[config.mk]
export PLATFORM = sky130hd
export DESIGN_NAME = dm_access_ctrl
export DESIGN_NICKNAME = d
export VERILOG_FILES = /design/src/rtl/mem_defs.sv /design/src/rtl/dm_lane_unit.sv /design/src/rtl/dm_access_ctrl.sv
export SDC_FILE = /design/constraint.sdc
export NUM_CORES = 1
export LEC_CHECK = 0
export BUFFER_PORTS_ARGS = -buffer_cell sky130_fd_sc_hd__buf_2
export CELL_PAD_IN_SITES_DETAIL_PLACEMENT = 1
export CELL_PAD_IN_SITES_GLOBAL_PLACEMENT = 1
export CORE_MARGIN = 3
export CORE_UTILIZATION = 38
export CTS_CLUSTER_SIZE = 24
export DETAILED_ROUTE_END_ITERATION = 8
export PLACE_DENSITY = 0.8
export SLEW_MARGIN = 30
export SYNTH_ARGS = -nofsm -noshare
export SYNTH_HDL_FRONTEND = slang
export SYNTH_SLANG_ARGS = --single-unit
[constraint.sdc]
create_clock -name clk -period 3.85 [get_ports clk]
set_clock_uncertainty 0.2 [all_clocks]
set_input_delay 0.5775 -clock clk [delete_from_list [all_inputs] [get_ports clk]]
set_output_delay 0.5775 -clock clk [all_outputs]
set_load 0.02 [all_outputs]
[src/rtl/mem_defs.sv]
// mem_defs: shared size, state and error-cause encodings for the data-memory path
package mem_defs;
    localparam logic [1:0] SZ_W = 2'b00;
    localparam logic [1:0] SZ_H = 2'b01;
    localparam logic [1:0] SZ_B = 2'b10;
    localparam logic [1:0] SZ_RSV = 2'b11;
    localparam logic [1:0] ST_IDLE = 2'd0;
    localparam logic [1:0] ST_RD = 2'd1;
    localparam logic [1:0] ST_WR = 2'd2;
    localparam logic [1:0] ST_RESP = 2'd3;
    localparam logic [1:0] ERR_NONE = 2'd0;
    localparam logic [1:0] ERR_ALIGN = 2'd1;
    localparam logic [1:0] ERR_SIZE = 2'd2;
    localparam logic [1:0] ERR_TIMEOUT = 2'd3;
    function automatic logic bad_access(input logic [1:0] size, input logic [1:0] off);
        return size == SZ_RSV || (size == SZ_W && off != 2'b00) || (size == SZ_H && off[0]);
    endfunction
endpackage

[src/rtl/dm_lane_unit.sv]
// dm_lane_unit: little-endian sub-word merge (for stores) and extract (for loads)
// word: memory word; wdata: right-justified store data; size/offset/sign: access shape
// merged: word with the target lane replaced; extracted: sign/zero-extended lane
module dm_lane_unit
    import mem_defs::*;
(
    input  logic [31:0] word,
    input  logic [31:0] wdata,
    input  logic [1:0]  size,
    input  logic [1:0]  offset,
    input  logic        sign,
    output logic [31:0] merged,
    output logic [31:0] extracted
);
    logic [7:0]  b;
    logic [15:0] h;
    assign b = word[{offset, 3'b000} +: 8];
    assign h = offset[1] ? word[31:16] : word[15:0];
    assign extracted = size == SZ_B ? {{24{sign & b[7]}}, b}
                     : size == SZ_H ? {{16{sign & h[15]}}, h} : word;
    always_comb begin
        merged = wdata;
        if (size == SZ_B) begin
            merged = word;
            merged[{offset, 3'b000} +: 8] = wdata[7:0];
        end else if (size == SZ_H) begin
            merged = word;
            merged[{offset[1], 4'b0000} +: 16] = wdata[15:0];
        end
    end
endmodule

[src/rtl/dm_access_ctrl.sv]
// dm_access_ctrl: one-at-a-time load/store sequencer to a word-only req/ack data memory
// cpu_*: request (req/we/size/sign/addr/wdata) and response (busy/done/err/rdata)
// mem_*: registered word request (req/we/addr/wdata) and response (rdata/ack)
// reset is synchronous active-low; TIMEOUT bounds the ack wait per RD/WR state
module dm_access_ctrl
    import mem_defs::*;
#(
    parameter int TIMEOUT = 255
) (
    input  logic        clk,
    input  logic        reset,
    input  logic        cpu_req,
    input  logic        cpu_we,
    input  logic [1:0]  cpu_size,
    input  logic        cpu_sign,
    input  logic [31:0] cpu_addr,
    input  logic [31:0] cpu_wdata,
    output logic        cpu_busy,
    output logic        cpu_done,
    output logic        cpu_err,
    output logic [31:0] cpu_rdata,
    output logic        mem_req,
    output logic        mem_we,
    output logic [31:0] mem_addr,
    output logic [31:0] mem_wdata,
    input  logic [31:0] mem_rdata,
    input  logic        mem_ack
);
    logic [1:0]  state, size, off, cause;
    logic        we, sign, bad, tmo;
    logic [31:0] wdata, merged, extracted;
    logic [7:0]  cnt;
    assign bad = bad_access(cpu_size, cpu_addr[1:0]);
    // abort on the edge where the wait counter would reach TIMEOUT
    assign tmo = !mem_ack && (cnt + 8'd1) == 8'(TIMEOUT);
    assign cpu_busy = state != ST_IDLE;
    assign cpu_done = state == ST_RESP;
    assign cpu_err = cpu_done && cause != ERR_NONE;
    dm_lane_unit u_lane (
        .word(mem_rdata),
        .wdata(wdata),
        .size(size),
        .offset(off),
        .sign(sign),
        .merged(merged),
        .extracted(extracted)
    );
    always_ff @(posedge clk) begin
        if (!reset) begin
            state <= ST_IDLE;
            size <= SZ_W;
            off <= 2'b00;
            cause <= ERR_NONE;
            we <= 1'b0;
            sign <= 1'b0;
            wdata <= '0;
            cnt <= '0;
            cpu_rdata <= '0;
            mem_req <= 1'b0;
            mem_we <= 1'b0;
            mem_addr <= '0;
            mem_wdata <= '0;
        end else begin
            case (state)
                ST_IDLE: if (cpu_req) begin
                    we <= cpu_we;
                    size <= cpu_size;
                    sign <= cpu_sign;
                    off <= cpu_addr[1:0];
                    wdata <= cpu_wdata;
                    cnt <= '0;
                    mem_addr <= {cpu_addr[31:2], 2'b00};
                    cause <= cpu_size == SZ_RSV ? ERR_SIZE : bad ? ERR_ALIGN : ERR_NONE;
                    if (bad) state <= ST_RESP;
                    else begin
                        mem_req <= 1'b1;
                        mem_we <= cpu_we && cpu_size == SZ_W;
                        mem_wdata <= cpu_wdata;
                        state <= cpu_we && cpu_size == SZ_W ? ST_WR : ST_RD;
                    end
                end
                ST_RD, ST_WR: if (mem_ack) begin
                    cnt <= '0;
                    // sub-word store: keep mem_req high and turn the read into the write
                    if (state == ST_RD && we) begin
                        mem_we <= 1'b1;
                        mem_wdata <= merged;
                        state <= ST_WR;
                    end else begin
                        if (state == ST_RD) cpu_rdata <= extracted;
                        mem_req <= 1'b0;
                        mem_we <= 1'b0;
                        state <= ST_RESP;
                    end
                end else if (tmo) begin
                    mem_req <= 1'b0;
                    mem_we <= 1'b0;
                    cause <= ERR_TIMEOUT;
                    state <= ST_RESP;
                end else cnt <= cnt + 8'd1;
                default: state <= ST_IDLE;
            endcase
        end
    end
endmodule

# After elaboration in Yosys (flattened, before gate mapping)
# Cells that the tools add are included.
[op_classes]
add_sub_neg = 3
eq_ne = 17
shifts = 5
muxes = 39
n_bitwise = 3
n_reduce_logical = 24
[op_table]
columns = ["cell", "count"]
rows = [
  ["two-way mux 32 bit", 8],
  ["bitwise mux 32 bit", 2],
  ["case mux 32 bit (2 select lines)", 1],
  ["variable shift 16 x 7 -> 32 bit (first input constant)", 1],
  ["variable shift 8 x 7 -> 32 bit (first input constant)", 1],
  ["variable part select 16 x 7 -> 32 bit", 1],
  ["variable part select 32 x 6 -> 8 bit", 1],
  ["variable part select 8 x 7 -> 32 bit", 1],
  ["two-way mux 8 bit", 3],
  ["two-way mux 16 bit", 1],
  ["two-way mux 2 bit", 8],
  ["case mux 8 bit (2 select lines)", 1],
  ["negator 5 -> 7 bit", 2],
  ["inequality test 2 bit (second input constant)", 6],
  ["AND reduction 4 bit", 3],
  ["two-way mux 1 bit", 11],
  ["AND reduction 5 bit", 2],
  ["inequality test 3 bit (second input constant)", 3],
  ["adder 8 x 1 -> 8 bit (second input constant)", 1],
  ["== test 2 bit (second input constant)", 4],
  ["== test 8 bit (second input constant)", 1],
  ["case mux 2 bit (2 select lines)", 2],
  ["nonzero test 2 bit", 4],
  ["== test 2 x 1 -> 1 bit (second input constant)", 3],
  ["10 further kinds", 20],
]
[word_totals]
ff_bits = 146
in_bits = 104
out_inout_bits = 101
word_cells = 104

# Longest topological paths before layout
[depth]
ltp_word = 8
mapped_depth = 12
ltp_nobuf = 8

# By module
# A second synthesis with hierarchy kept.
[unflattened]
hier_cells = 1013
hier_area_um2 = 7848.8
[by_module_without_submodules]
columns = ["module", "n_inst", "cells_each", "area_per_inst_um2", "seq_area_each_um2"]
rows = [
  ["dm_access_ctrl", 1, 714, 5805.6, 2922.8],
  ["dm_lane_unit", 1, 299, 2043.2, 0.0],
]

# Worst setup path before layout
# OpenSTA, ideal clock, no wires.
[synth_path]
path_kind = "register to register"
startpoint = "register off[1]"
endpoint = "register mem_wdata[31]"
setup_time_ns = 0.070
t_arrival_ns = 2.639
required_ns = 3.580
path_slack_ns = 0.942
stages_incl_launch_ff = 10
n_path_buf = 3
period_less_slack_ns = 2.908
path_cell_list = "dfxtp_1 > buf_2 > buf_2 > buf_2 > inv_1 > ha_1 > nor4_2 > a221oi_1 > or3_1 > a21oi_1"
[synth_between]
elab_chain_cells = 8
word_cells_on_any_way = 13
classes_between = "add/sub: 2; shift: 4; mux: 7"
[synth_rtl]
columns = ["element", "line_no", "text"]
rows = [
  ["start: declaration", "dm_access_ctrl.sv:29", "logic [1:0] state, size, off, cause;"],
  ["start signal: assignment", "dm_access_ctrl.sv:69", "off <= cpu_addr[1:0];"],
  ["negator 5 -> 7 bit", "dm_lane_unit.sv:28", "merged[{offset[1], 4'b0000} +: 16] = wdata[15:0];"],
  ["variable part select 16 x 7 -> 32 bit or variable shift 16 x 7 -> 32 bit (tied branches)", "dm_lane_unit.sv:28", ""],
  ["bitwise mux 32 bit", "dm_lane_unit.sv:28", ""],
  ["two-way mux 32 bit", "dm_lane_unit.sv:26", "end else if (size == SZ_H) begin"],
  ["two-way mux 32 bit (*)", "dm_lane_unit.sv:23", "if (size == SZ_B) begin"],
  ["two-way mux 32 bit (*)", "dm_access_ctrl.sv:85", "if (state == ST_RD && we) begin"],
  ["two-way mux 32 bit (*)", "dm_access_ctrl.sv:82", "ST_RD, ST_WR: if (mem_ack) begin"],
  ["case mux 32 bit (2 select lines) (*)", "dm_access_ctrl.sv:64", "case (state)"],
  ["end signal: assignment", "dm_access_ctrl.sv:78", "mem_wdata <= cpu_wdata;"],
  ["end signal: assignment", "dm_access_ctrl.sv:87", "mem_wdata <= merged;"],
  ["end: declaration", "dm_access_ctrl.sv:25", "output logic [31:0] mem_wdata,"],
]
# Mark *: on every way between the ends. The rest lies on a longest branch, timed or not. The select of a mux whose other input is x is not followed.
# A chain may end at the register's enable or synchronous reset.

# Worst setup path in the final report
[layout_path]
startpoint = "register size[1]"
endpoint = "register mem_wdata[12]"
[layout_between]
elab_chain_cells = 6
word_cells_on_any_way = 7
classes_between = "eq/ne: 2; mux: 5"
[layout_rtl]
columns = ["element", "line_no", "text"]
rows = [
  ["start: declaration", "dm_access_ctrl.sv:29", ""],
  ["start signal: assignment", "dm_access_ctrl.sv:67", "size <= cpu_size;"],
  ["== test 2 x 1 -> 1 bit", "dm_lane_unit.sv:26", ""],
  ["two-way mux 32 bit", "dm_lane_unit.sv:26", ""],
  ["two-way mux 32 bit (*)", "dm_lane_unit.sv:23", ""],
  ["two-way mux 32 bit (*)", "dm_access_ctrl.sv:85", ""],
  ["two-way mux 32 bit (*)", "dm_access_ctrl.sv:82", ""],
  ["case mux 32 bit (2 select lines) (*)", "dm_access_ctrl.sv:64", ""],
]
# Marked as above.

==> flow_metrics.tcl <==
set metrics [dict create \
    grt_antenna_before_repair 1 \
    numCtsBuffers 17 \
    synth.cell_area_um2 7420 \
    hp-class "input pin to register" \
    htree_num_levels 4 \
    maximum_buffer_depth_of_the_clock_tree 2 \
    syn2layout_area_growth_pct 22.7 \
    yosysWarnings 0 \
    clk_pin_slew_worst_paths_ps 60 \
    numPortBuffers 202 \
    power_switching_share 0.406 \
    async_flop_share 0 \
    row_count 50 \
    netlist_instances 896 \
    xor_xnor_share_of_the_synthesized_area 0.00354 \
    later_pin_clock_latency_in_the_skew_report_ps 420 \
    tightest_slew_ps 788 \
    grt_overflow_total 0 \
    rsz0062_at_grt "no" \
    seqPwrFrac 0.347 \
    grt_start_max_net_pins 79 \
    synth_simple_gate_area_frac 0.167 \
    utilization 0.480 \
    fin_setup_tns_ps 0 \
    dpl.hpwl_um 18800 \
    ctsHoldBuffers 0 \
    cellInternalPower_mw 3.59 \
    layout_min_cycle_time_ps 2840 \
    status "completed" \
    critPathLaunch "size[1]$_SDFFE_PN0P_" \
    cap_viol_max_count 0 \
    layout.area.seq_um2 2920 \
    layout.nets 1172 \
    die-height_um 146 \
    drt.antenna.violating_nets 0 \
    worst_r2r_src "size[1]$_SDFFE_PN0P_" \
    clock-root-buffer "sky130_fd_sc_hd__clkbuf_16" \
    crit_path_end_kind "register" \
    synthMuxAreaShare 0.0690 \
    power.clock.fraction 0.260 \
    timing.final.max_slew_violations 0 \
    fin_ws_ps 1010 \
    worst_ep_arrival_time_ps 2980 \
    worst-setup-path-type "register to register" \
    initial_standard_cell_utilization_of_the_core 0.391 \
    clock_sinks 146 \
    synthesized_area_fraction_occupied_by_ao_oa_aoi_and_oai_cells 0.297 \
    synth_fa_ha_area_frac 0.0169 \
    min_period_over_period 0.738 \
    sequential_area_share_after_synthesis 0.394 \
    drt-total-wl_um 26300 \
    timing.slew.headroom 0.475 \
    drc 0 \
    mean_number_of_vias_per_cell 5.61 \
    multi_input_comb_area_um2 4120 \
    worst-endpoint-required_ps 3990 \
    max_clock_freq_mhz 352 \
    startpoint_type "register" \
    synth_flop_cell "sky130_fd_sc_hd__dfxtp_1" \
    synth-seq-cells 146 \
    hold_viol_final 0 \
    post_cts.resized_instances 0 \
    p_switching_mw 2.46 \
    first_global_vias 7434 \
    boundaryPins 205 \
    antenna_cells 0 \
    fillers 2340 \
    wire_per_inst_um 19.8 \
    largest_family_of_logic_cells_by_synthesized_area "compound AO/OA/AOI/OAI gates" \
    drt_pass1_iterations 6 \
    powerDensity_nw_per_um2 665 \
    synth_area_per_cell_um2 8.28 \
    place_ws_ps 1060 \
    setup_violations 0 \
    cts_tree "built" \
    worst_hold_startpoint "cpu_addr[9]" \
    post_synth_num_cell_types 58 \
    vdd.ir_drop.worst_uv 341 \
    place_congestion 0.854 \
    path_max_fanout 20 \
    global_route.usage.total 0.239 \
    p_leak_nw 4.00 \
    detail_route.iter0.violations 654 \
    combPwrFrac 0.393 \
    design.core.area_um2 19000 \
    postCtsSetupRepairBufs 0 \
    grt_pass1_wl_um 41000 \
    drive_above_1_share 0.258 \
    die-width_um 146 \
    die-area_um2 21200 \
    vias 7454 \
    synth_enable_flop_cells 0 \
]
final timing paths:
path / end / slack (ps) / cells after the start
max reg2reg: mem_wdata[12]$_SDFFE_PN0P_ / 1010 / 6
min: mem_addr[9]$_SDFFE_PN0P_ / 210 / 3
max: mem_wdata[12]$_SDFFE_PN0P_ / 1010 / 6
min reg2reg: mem_addr[9]$_SDFFE_PN0P_ / 260 / 2
cells in the mapped netlist, types with 3 or more instances:
| master | instances | area share |
|---|---|---|
| sky130_fd_sc_hd__a222oi_1 | 8 | 0.011 |
| sky130_fd_sc_hd__nor2_1 | 28 | 0.014 |
| sky130_fd_sc_hd__clkbuf_1 | 60 | 0.030 |
| sky130_fd_sc_hd__nand2b_1 | 4 | 0.0034 |
| sky130_fd_sc_hd__a21o_1 | 3 | 0.0030 |
| sky130_fd_sc_hd__buf_2 | 9 | 0.0061 |
| sky130_fd_sc_hd__nor3_1 | 7 | 0.0047 |
| sky130_fd_sc_hd__mux4_2 | 7 | 0.021 |
| sky130_fd_sc_hd__o211a_1 | 19 | 0.026 |
| sky130_fd_sc_hd__o31ai_1 | 9 | 0.0091 |
| sky130_fd_sc_hd__a21oi_1 | 79 | 0.053 |
| sky130_fd_sc_hd__and2_1 | 3 | 0.0025 |
| sky130_fd_sc_hd__ha_1 | 10 | 0.017 |
| sky130_fd_sc_hd__dfxtp_1 | 146 | 0.39 |
| sky130_fd_sc_hd__a211oi_1 | 7 | 0.0071 |
| sky130_fd_sc_hd__a21boi_0 | 69 | 0.070 |
| sky130_fd_sc_hd__o22ai_1 | 7 | 0.0059 |
| sky130_fd_sc_hd__nand2_1 | 179 | 0.091 |
| sky130_fd_sc_hd__mux2_2 | 11 | 0.017 |
| sky130_fd_sc_hd__nand3_1 | 27 | 0.018 |
| sky130_fd_sc_hd__o21ai_0 | 62 | 0.042 |
| sky130_fd_sc_hd__buf_4 | 5 | 0.0051 |
| sky130_fd_sc_hd__buf_6 | 3 | 0.0046 |
| sky130_fd_sc_hd__nand4_1 | 3 | 0.0025 |
| sky130_fd_sc_hd__a211o_1 | 3 | 0.0035 |
| sky130_fd_sc_hd__a31oi_1 | 8 | 0.0067 |
| sky130_fd_sc_hd__mux2i_1 | 23 | 0.031 |
| sky130_fd_sc_hd__inv_1 | 11 | 0.0056 |
| sky130_fd_sc_hd__o211ai_1 | 16 | 0.016 |
| sky130_fd_sc_hd__a221oi_1 | 12 | 0.014 |
| sky130_fd_sc_hd__nor2b_1 | 11 | 0.0093 |
| sky130_fd_sc_hd__a221o_1 | 12 | 0.016 |
power groups by stage:
stage / Combinational, mW / Sequential (mW) / Clock, mW
global placement: 2.30 / 2.11 / 0
global route: 2.61 / 2.14 / 1.67
finish: 2.38 / 2.10 / 1.58
detailed placement: 2.36 / 2.12 / 0
floorplan: 1.30 / 2.36 / 0
CTS: 2.37 / 2.09 / 1.61
final cells by class:
type                    count  share of cell area
well taps                 260              0.0357
clock buffers              23              0.0503
inverters                  12             0.00495
flip-flops and latches    146               0.321
repair buffers            219               0.125
clock inverters             7             0.00935
multi-input cells         662               0.453
state kept, by name, summed over array words and instances, names as in the netlist, 8 cells and up:
name,flops
cpu_rdata,32
mem_wdata,32
wdata,32
mem_addr,30
cnt,8
layout by cell type, fill, tap and decap left out, types with 4 or more instances in the layout:
cell,n
sky130_fd_sc_hd__nand2b_1,4
sky130_fd_sc_hd__clkbuf_16,17
sky130_fd_sc_hd__nand2_1,178
sky130_fd_sc_hd__o31ai_1,9
sky130_fd_sc_hd__o21ai_0,62
sky130_fd_sc_hd__clkbuf_1,5
sky130_fd_sc_hd__a221oi_1,12
sky130_fd_sc_hd__dfxtp_1,146
sky130_fd_sc_hd__nor2b_1,11
sky130_fd_sc_hd__a31oi_1,8
sky130_fd_sc_hd__a222oi_1,8
sky130_fd_sc_hd__a21boi_0,69
sky130_fd_sc_hd__buf_4,18
sky130_fd_sc_hd__a221o_1,12
sky130_fd_sc_hd__nor3_1,7
sky130_fd_sc_hd__nor2_1,28
sky130_fd_sc_hd__clkinv_2,5
sky130_fd_sc_hd__mux2_2,11
sky130_fd_sc_hd__o211ai_1,16
sky130_fd_sc_hd__a211oi_1,7
sky130_fd_sc_hd__mux2i_1,23
sky130_fd_sc_hd__o211a_1,19
sky130_fd_sc_hd__nand3_1,27
sky130_fd_sc_hd__o22ai_1,7
sky130_fd_sc_hd__a21oi_1,79
sky130_fd_sc_hd__mux4_2,7
sky130_fd_sc_hd__ha_1,10
sky130_fd_sc_hd__inv_1,11
sky130_fd_sc_hd__buf_2,201
metrics by stage:
stage | hold slack, ps | power (mW) | cell area [µm²] | instances
after floorplan | 244 | 3.66 | 7420 | 897
after global placement | 249 | 4.41 | 8550 | 1299
after detailed placement | 256 | 4.48 | 8560 | 1299
after CTS | 198 | 6.07 | 9100 | 1329
after global routing | 206 | 6.42 | 9100 | 1329
final | 207 | 6.05 | 9100 | 1329
metal layers:
| metal | GRT usage | vias up | wire length, µm | part of all wire |
|---|---|---|---|---|
| li1 | - | 3553 | - | - |
| met3 | 0.0607 | 45 | 2020 | 0.077 |
| met1 | 0.304 | 3562 | 11200 | 0.42 |
| met4 | 0.0817 | 2 | 548 | 0.021 |
| met2 | 0.395 | 292 | 12600 | 0.48 |
| met5 | 0 | - | 14 | 0.00053 |
critical path, cell delays in order, from the launching register on:
cell and delay (ps):
sky130_fd_sc_hd__dfxtp_1 600, sky130_fd_sc_hd__nand2b_1 530, sky130_fd_sc_hd__nor4_2 800, sky130_fd_sc_hd__a222oi_1 300
sky130_fd_sc_hd__nand2_1 130, sky130_fd_sc_hd__o21ai_0 70, sky130_fd_sc_hd__o21ai_0 130
logic make-up (layout without fill, tap and decap cells):
| family | count (synthesis) | after routing |
|---|---|---|
| buf+inv | 89 | 261 |
| fa+ha+maj | 10 | 10 |
| simple gates | 280 | 280 |
| mux | 41 | 41 |
| flops | 146 | 146 |
| other cells | 1 | 2 |
| compound gates | 326 | 326 |
| xor+xnor | 3 | 3 |
Note: power is estimated with default switching activity, not from simulation.
